<file path="src/rtl/wb_arb_pkg.sv">
// Shared types for the two-master Wishbone arbiter.
package wb_arb_pkg;

  localparam int unsigned NUM_MASTERS = 2;

  typedef enum logic [1:0] {
    IDLE   = 2'd0,
    GRANT0 = 2'd1,
    GRANT1 = 2'd2
  } state_t;

endpackage

</file>
<file path="src/rtl/wb_arb_timeout.sv">
// Stall counter: counts strobed cycles without a slave response while a master
// is granted and flags the cycle on which the limit is reached.
module wb_arb_timeout #(
  parameter int unsigned TIMEOUT_CYCLES = 255
) (
  input  logic clk,
  input  logic rst,
  input  logic busy_i,
  input  logic stb_i,
  input  logic ack_i,
  input  logic err_i,
  output logic timeout_c
);

  localparam int unsigned CNT_W = $clog2(TIMEOUT_CYCLES + 1);

  logic [CNT_W-1:0] count_q;
  logic [CNT_W-1:0] count_d;

  // Only meaningful while a grant is held; a stale count in IDLE must not fire.
  assign timeout_c = busy_i && (count_q == CNT_W'(TIMEOUT_CYCLES));

  always_comb begin
    count_d = count_q;
    if (!busy_i || ack_i || err_i || timeout_c) begin
      count_d = '0;
    end else if (stb_i) begin
      count_d = count_q + CNT_W'(1);
    end
  end

  always_ff @(posedge clk or posedge rst) begin
    if (rst) begin
      count_q <= '0;
    end else begin
      count_q <= count_d;
    end
  end

endmodule

</file>
<file path="src/rtl/wb_arbiter.sv">
// Two-master round-robin Wishbone arbiter onto a single shared slave bus.
// Optional stall abort enabled with macro WB_ARB_TIMEOUT_EN.
module wb_arbiter
  import wb_arb_pkg::*;
#(
  parameter int unsigned ADDR_WIDTH     = 32,
  parameter int unsigned DATA_WIDTH     = 32,
  parameter int unsigned TIMEOUT_CYCLES = 255
) (
  input  logic                      ACLK,
  input  logic                      ARESET,

  input  logic [ADDR_WIDTH-1:0]     m0_adr_i,
  input  logic [DATA_WIDTH-1:0]     m0_dat_i,
  input  logic [DATA_WIDTH/8-1:0]   m0_sel_i,
  input  logic                      m0_we_i,
  input  logic                      m0_stb_i,
  input  logic                      m0_cyc_i,
  output logic [DATA_WIDTH-1:0]     m0_dat_o,
  output logic                      m0_ack_o,
  output logic                      m0_err_o,

  input  logic [ADDR_WIDTH-1:0]     m1_adr_i,
  input  logic [DATA_WIDTH-1:0]     m1_dat_i,
  input  logic [DATA_WIDTH/8-1:0]   m1_sel_i,
  input  logic                      m1_we_i,
  input  logic                      m1_stb_i,
  input  logic                      m1_cyc_i,
  output logic [DATA_WIDTH-1:0]     m1_dat_o,
  output logic                      m1_ack_o,
  output logic                      m1_err_o,

  output logic [ADDR_WIDTH-1:0]     s_adr_o,
  output logic [DATA_WIDTH-1:0]     s_dat_o,
  output logic [DATA_WIDTH/8-1:0]   s_sel_o,
  output logic                      s_we_o,
  output logic                      s_stb_o,
  output logic                      s_cyc_o,
  input  logic [DATA_WIDTH-1:0]     s_dat_i,
  input  logic                      s_ack_i,
  input  logic                      s_err_i,

  output logic [NUM_MASTERS-1:0]    gnt_o,
  output logic                      timeout_o
);

  state_t state_q;
  state_t state_d;
  logic   last_grant_q;
  logic   last_grant_d;

  logic   gnt0;
  logic   gnt1;
  logic   busy;
  logic   grant_stb;
  logic   grant_cyc;
  logic   timeout_hit;

  assign gnt0 = (state_q == GRANT0);
  assign gnt1 = (state_q == GRANT1);
  assign busy = gnt0 | gnt1;

  assign grant_cyc = (gnt0 & m0_cyc_i) | (gnt1 & m1_cyc_i);
  assign grant_stb = (gnt0 & m0_stb_i) | (gnt1 & m1_stb_i);

`ifdef WB_ARB_TIMEOUT_EN
  wb_arb_timeout #(
    .TIMEOUT_CYCLES (TIMEOUT_CYCLES)
  ) u_timeout (
    .clk       (ACLK),
    .rst       (ARESET),
    .busy_i    (busy),
    .stb_i     (grant_stb),
    .ack_i     (s_ack_i),
    .err_i     (s_err_i),
    .timeout_c (timeout_hit)
  );
`else
  logic unused_timeout_cfg;

  // No stall abort: a silent slave holds the grant indefinitely.
  assign timeout_hit        = 1'b0;
  assign unused_timeout_cfg = ^32'(TIMEOUT_CYCLES);
`endif

  // Next-state: ties go to the master not recorded in last_grant; single
  // requests are granted without touching the round-robin pointer.
  always_comb begin
    state_d      = state_q;
    last_grant_d = last_grant_q;
    case (state_q)
      IDLE: begin
        if (m0_cyc_i && m1_cyc_i) begin
          if (last_grant_q) begin
            state_d      = GRANT0;
            last_grant_d = 1'b0;
          end else begin
            state_d      = GRANT1;
            last_grant_d = 1'b1;
          end
        end else if (m0_cyc_i) begin
          state_d = GRANT0;
        end else if (m1_cyc_i) begin
          state_d = GRANT1;
        end
      end
      GRANT0: begin
        if (!m0_cyc_i || timeout_hit) begin
          state_d = IDLE;
        end
      end
      GRANT1: begin
        if (!m1_cyc_i || timeout_hit) begin
          state_d = IDLE;
        end
      end
      default: begin
        state_d = IDLE;
      end
    endcase
  end

  always_ff @(posedge ACLK or posedge ARESET) begin
    if (ARESET) begin
      state_q      <= IDLE;
      last_grant_q <= 1'b1;
    end else begin
      state_q      <= state_d;
      last_grant_q <= last_grant_d;
    end
  end

  // Slave mux: master 0 values park on the bus while idle, controls held low.
  always_comb begin
    s_adr_o   = gnt1 ? m1_adr_i : m0_adr_i;
    s_dat_o   = gnt1 ? m1_dat_i : m0_dat_i;
    s_sel_o   = gnt1 ? m1_sel_i : m0_sel_i;
    s_we_o    = (gnt0 & m0_we_i) | (gnt1 & m1_we_i);
    s_cyc_o   = grant_cyc & ~timeout_hit;
    s_stb_o   = grant_stb & ~timeout_hit;

    m0_dat_o  = s_dat_i;
    m1_dat_o  = s_dat_i;
    m0_ack_o  = gnt0 & s_ack_i & ~timeout_hit;
    m1_ack_o  = gnt1 & s_ack_i & ~timeout_hit;
    m0_err_o  = gnt0 & (s_err_i | timeout_hit);
    m1_err_o  = gnt1 & (s_err_i | timeout_hit);

    gnt_o     = {gnt1, gnt0};
    timeout_o = timeout_hit;
  end

endmodule
</file>
<file path="config.mk">
export PLATFORM = sky130hd
export DESIGN_NAME = wb_arbiter
export DESIGN_NICKNAME = d
export VERILOG_FILES = /design/src/rtl/wb_arb_pkg.sv /design/src/rtl/wb_arb_timeout.sv /design/src/rtl/wb_arbiter.sv
export SDC_FILE = /design/constraint.sdc
export NUM_CORES = 1
export LEC_CHECK = 0
export CAP_MARGIN = 20
export CORE_AREA = 8 8 118 120
export DETAILED_ROUTE_END_ITERATION = 10
export DIE_AREA = 0 0 126 128
export PLACE_DENSITY = 0.63
export SLEW_MARGIN = 20
export SYNTH_ARGS = -nofsm -noshare
export SYNTH_HDL_FRONTEND = slang
export SYNTH_SLANG_ARGS = --single-unit
</file>
<file path="constraint.sdc">
create_clock -name ACLK -period 1.55 [get_ports ACLK]
set_clock_uncertainty 0.15 [all_clocks]
set_input_delay 0.31 -clock ACLK [delete_from_list [all_inputs] [get_ports ACLK]]
set_output_delay 0.31 -clock ACLK [all_outputs]
set_load 0.01 [all_outputs]
</file>
==> metrics.md <==
| Metric | Value |
|---|---|
| Worst vdd ir | `533 uV` |
| Post-layout nets | `522` |
| Classification of the worst setup path | `flop to output pin` |
| Sort of element at the start of the critical path | `flop` |
| Depth of the CTS H-tree | `1` |
| Arrival time of the worst setup path | `1.60 ns` |
| CP max stage delay | `0.37 ns` |
| Highest attainable clock frequency | `485 MHz` |
| Number of detailed-route iterations in the first pass | `3` |
| Overall power after layout | `3.07 mW` |
| DRC viols | `0` |
| Antenna violation net count after detailed routing | `0` |
| Share of synthesized area occupied by flip-flops and latches | `4.86%` |
| Area of all placed cells without fillers | `0.00412 mm2` |
| Number of register bits inferred by synthesis | `3` |
| Area overhead of the layout relative to synthesis | `162%` |
| Count of endpoints failing setup in the final report | `77` |
| Chip Width | `126 um` |
| Number of nets produced by synthesis | `343` |
| Aggregate global routing overflow | `0` |
| Clock tree root buffer cell | `clkbuf_16` |
| Number of vias per cell | `3.77` |
| Minimum clock period after layout | `2.06 ns` |
| Min-delay worst type | `input pin to asynchronous set/reset pin` |
| First-iteration detailed-routing DRC count | `25` |
| Count of max-cap constraint violations | `0` |
| Status | `finished with violations` |
| Number of clock buffers inserted by TritonCTS | `3` |
| Setup tns final | `-32.26 ns` |
| Cell with the largest stage delay on the worst path | `dfrtp_1` |
| Number of antenna violations at the first check in global routing | `0` |
| Setup repair after global routing missed its margin | `true` |
| Number of standard cells after synthesis | `165` |
| Core region area | `0.0122 mm2` |
| Vias after detailed routing | `1857` |
| Post-DR wirelength/cell | `18.1 um` |
| Buffers added on ports | `222` |
| Pre-CTS setup slack | `-0.541 ns` |
| Placement-stage cell area | `0.00352 mm2` |
| Clock tree sinks | `3` |
| Max-slew violation count | `0` |
| Total die area | `0.0161 mm2` |
| Number of global-route vias before repair | `2258` |
| Power density normalized to cell area | `745 mW/mm2` |
| Clock slew at the register clock pins of the worst setup and hold paths | `0.03 ns` |
| Ports | `320` |
| Aggregate routed wire length | `8940 um` |
| Series of cell instances along the critical path | `nand2b_4 -> buf_12 -> buf_4 -> buf_16 -> mux2_4 -> buf_6` |
| Clock tree from TritonCTS | `built` |
| Warnings, synthesis | `0` |
| Final worst path period share | `133%` |
| Critical path capture point type | `output pin` |
| Die outline height | `128 um` |
| Crit path setup slack, layout | `-0.511 ns` |
| Synthesized area | `0.00157 mm2` |
| Synth unique cells | `20` |
| Number of standard cells in the final layout excluding fillers | `493` |
| Final-report hold violation count | `0` |
| Clk_lat worst skew | `0.23 ns` |
| Average instance area after synthesis | `9.52 um2` |
| Pin count of the biggest net entering global routing | `10` |
| RD Place Congestion | `0.750` |
| Hpwl dp | `7220 um` |
| Cell count after placement | `472` |
| Required arrival time at the worst endpoint | `1.09 ns` |
| Global routing usage summed across all routing layers | `10.4%` |
| Count of hold-fix buffers inserted at cts | `0` |
| Number of antenna repair diodes | `0` |
| R2R cell count | `3` |
| Cell Rows | `41` |
| First-pass GRT wire length | `13100 um` |
| Buffer depth of the longest clock path | `2` |
| Crit-path max FO | `5` |
| Failing checks | `negative setup slack` |
| Fraction of layout instances using a drive strength above 1 | `52.8%` |
| P_leak | `1.87 nW` |
| Starting Density | `12.9%` |
==> what timing repair did <==
item	in CTS	in global routing
setup buffers	13	3
resized for setup	410	36
gates cloned	6	0
endpoints found under the setup margin	77	77
pin swaps	4	1
==> final cells by class <==
class,instances,area (um2)
repair buffers,249,2710
well taps,150,188
flip-flops and latches,3,76.3
multi-input cells,85,1050
clock buffers,4,78.8
fillers,1224,8090
inverters,2,15.0
==> power breakdown <==
part / internal (mW) / leakage, nW / switching [mW]
logic: 1.68 / 1.80 / 0.828
registers: 0.113 / 0.0359 / 0.0228
clock network: 0.340 / 0.0382 / 0.0800
==> final timing paths <==
| kind | start | endpoint | slack [ns] |
|---|---|---|---|
| worst max-delay path | state_q[0] | s_dat_o[1] | -0.51 |
| worst min-delay path | ARESET | state_q[1] | 0.11 |
| worst max register to register | state_q[1] | last_grant_q | 0.24 |
| worst min register to register | last_grant_q | state_q[1] | 0.38 |
| max in group asynchronous | ARESET | last_grant_q | 0.93 |
| min in group ACLK | last_grant_q | state_q[1] | 0.38 |
==> metrics by stage <==
| stage | hold slack [ns] | utilization (%) |
|---|---|---|
| 3_5_place_dp | 0.349 | 28.9 |
| 6_report | 0.106 | 33.7 |
| 3_3_place_gp | 0.348 | 28.9 |
| 2_1_floorplan | -0.0871 | - |
| 4_1_cts | 0.109 | 32.8 |
| 5_1_grt | 0.142 | 33.7 |
==> critical path, delay by kind of cell (launching register included) <==
kind	cells	cell delay (ns)
buf+inv	4	0.53
flops	1	0.37
mux	1	0.29
simple gates	1	0.18
==> cells in the final DEF (no fill, tap or decap) <==
master / count
buf_6: 76
mux2_2: 30
buf_16: 5
and2b_1: 1
nand2b_4: 2
and2_1: 2
xor2_1: 1
inv_1: 1
buf_8: 4
buf_4: 8
clkdlybuf4s50_1: 144
a21oi_1: 1
dfstp_2: 1
a22o_1: 2
mux2i_1: 1
dlygate4sd2_1: 2
buf_2: 4
clkbuf_16: 3
clkbuf_1: 1
mux2_4: 38
and2b_2: 1
nor4bb_1: 1
nand2_1: 1
buf_12: 6
inv_8: 1
conb_1: 1
and2_4: 2
o21a_1: 1
dfrtp_1: 2
==> flip-flops by register name, indices dropped and copies added, names as in the netlist <==
signal,count
last_grant_q,1
state_q,2
==> per-layer routing <==
metal  up-vias  part of all wire, %  global-route usage [%]  wire (um)
met2       144                   50                    18.7       4490
met5         -                    0                       0          0
met4         0                  1.6                    2.97        143
met3        23                   12                    5.03       1090
met1       833                   36                    10.4       3210
li1        857                    -                       -          -
==> logic make-up after synthesis <==
family / share of synthesized area (%)
simple gates: 4.22
buf+inv: 36.5
other cells: 0.239
xor+xnor: 0.557
mux: 51.8
flops: 4.86
compound gates: 1.91
==> cells in the mapped netlist <==
master | number | share of area (%)
mux2i_1 | 1 | 0.64
buf_6 | 2 | 1.4
dfrtp_1 | 2 | 3.2
a22o_1 | 2 | 1.1
and2b_1 | 2 | 0.96
and2_1 | 4 | 1.6
mux2_2 | 58 | 42
nand2_1 | 1 | 0.24
buf_4 | 67 | 32
mux2_4 | 10 | 9.6
nor4bb_1 | 1 | 0.64
dfstp_2 | 1 | 1.7
buf_2 | 5 | 1.6
inv_1 | 2 | 0.48
a21oi_1 | 1 | 0.32
nand2b_1 | 2 | 0.80
xor2_1 | 1 | 0.56
conb_1 | 1 | 0.24
o21a_1 | 1 | 0.48
buf_8 | 1 | 0.96
No activity file was read; power rests on OpenSTA's default activity.
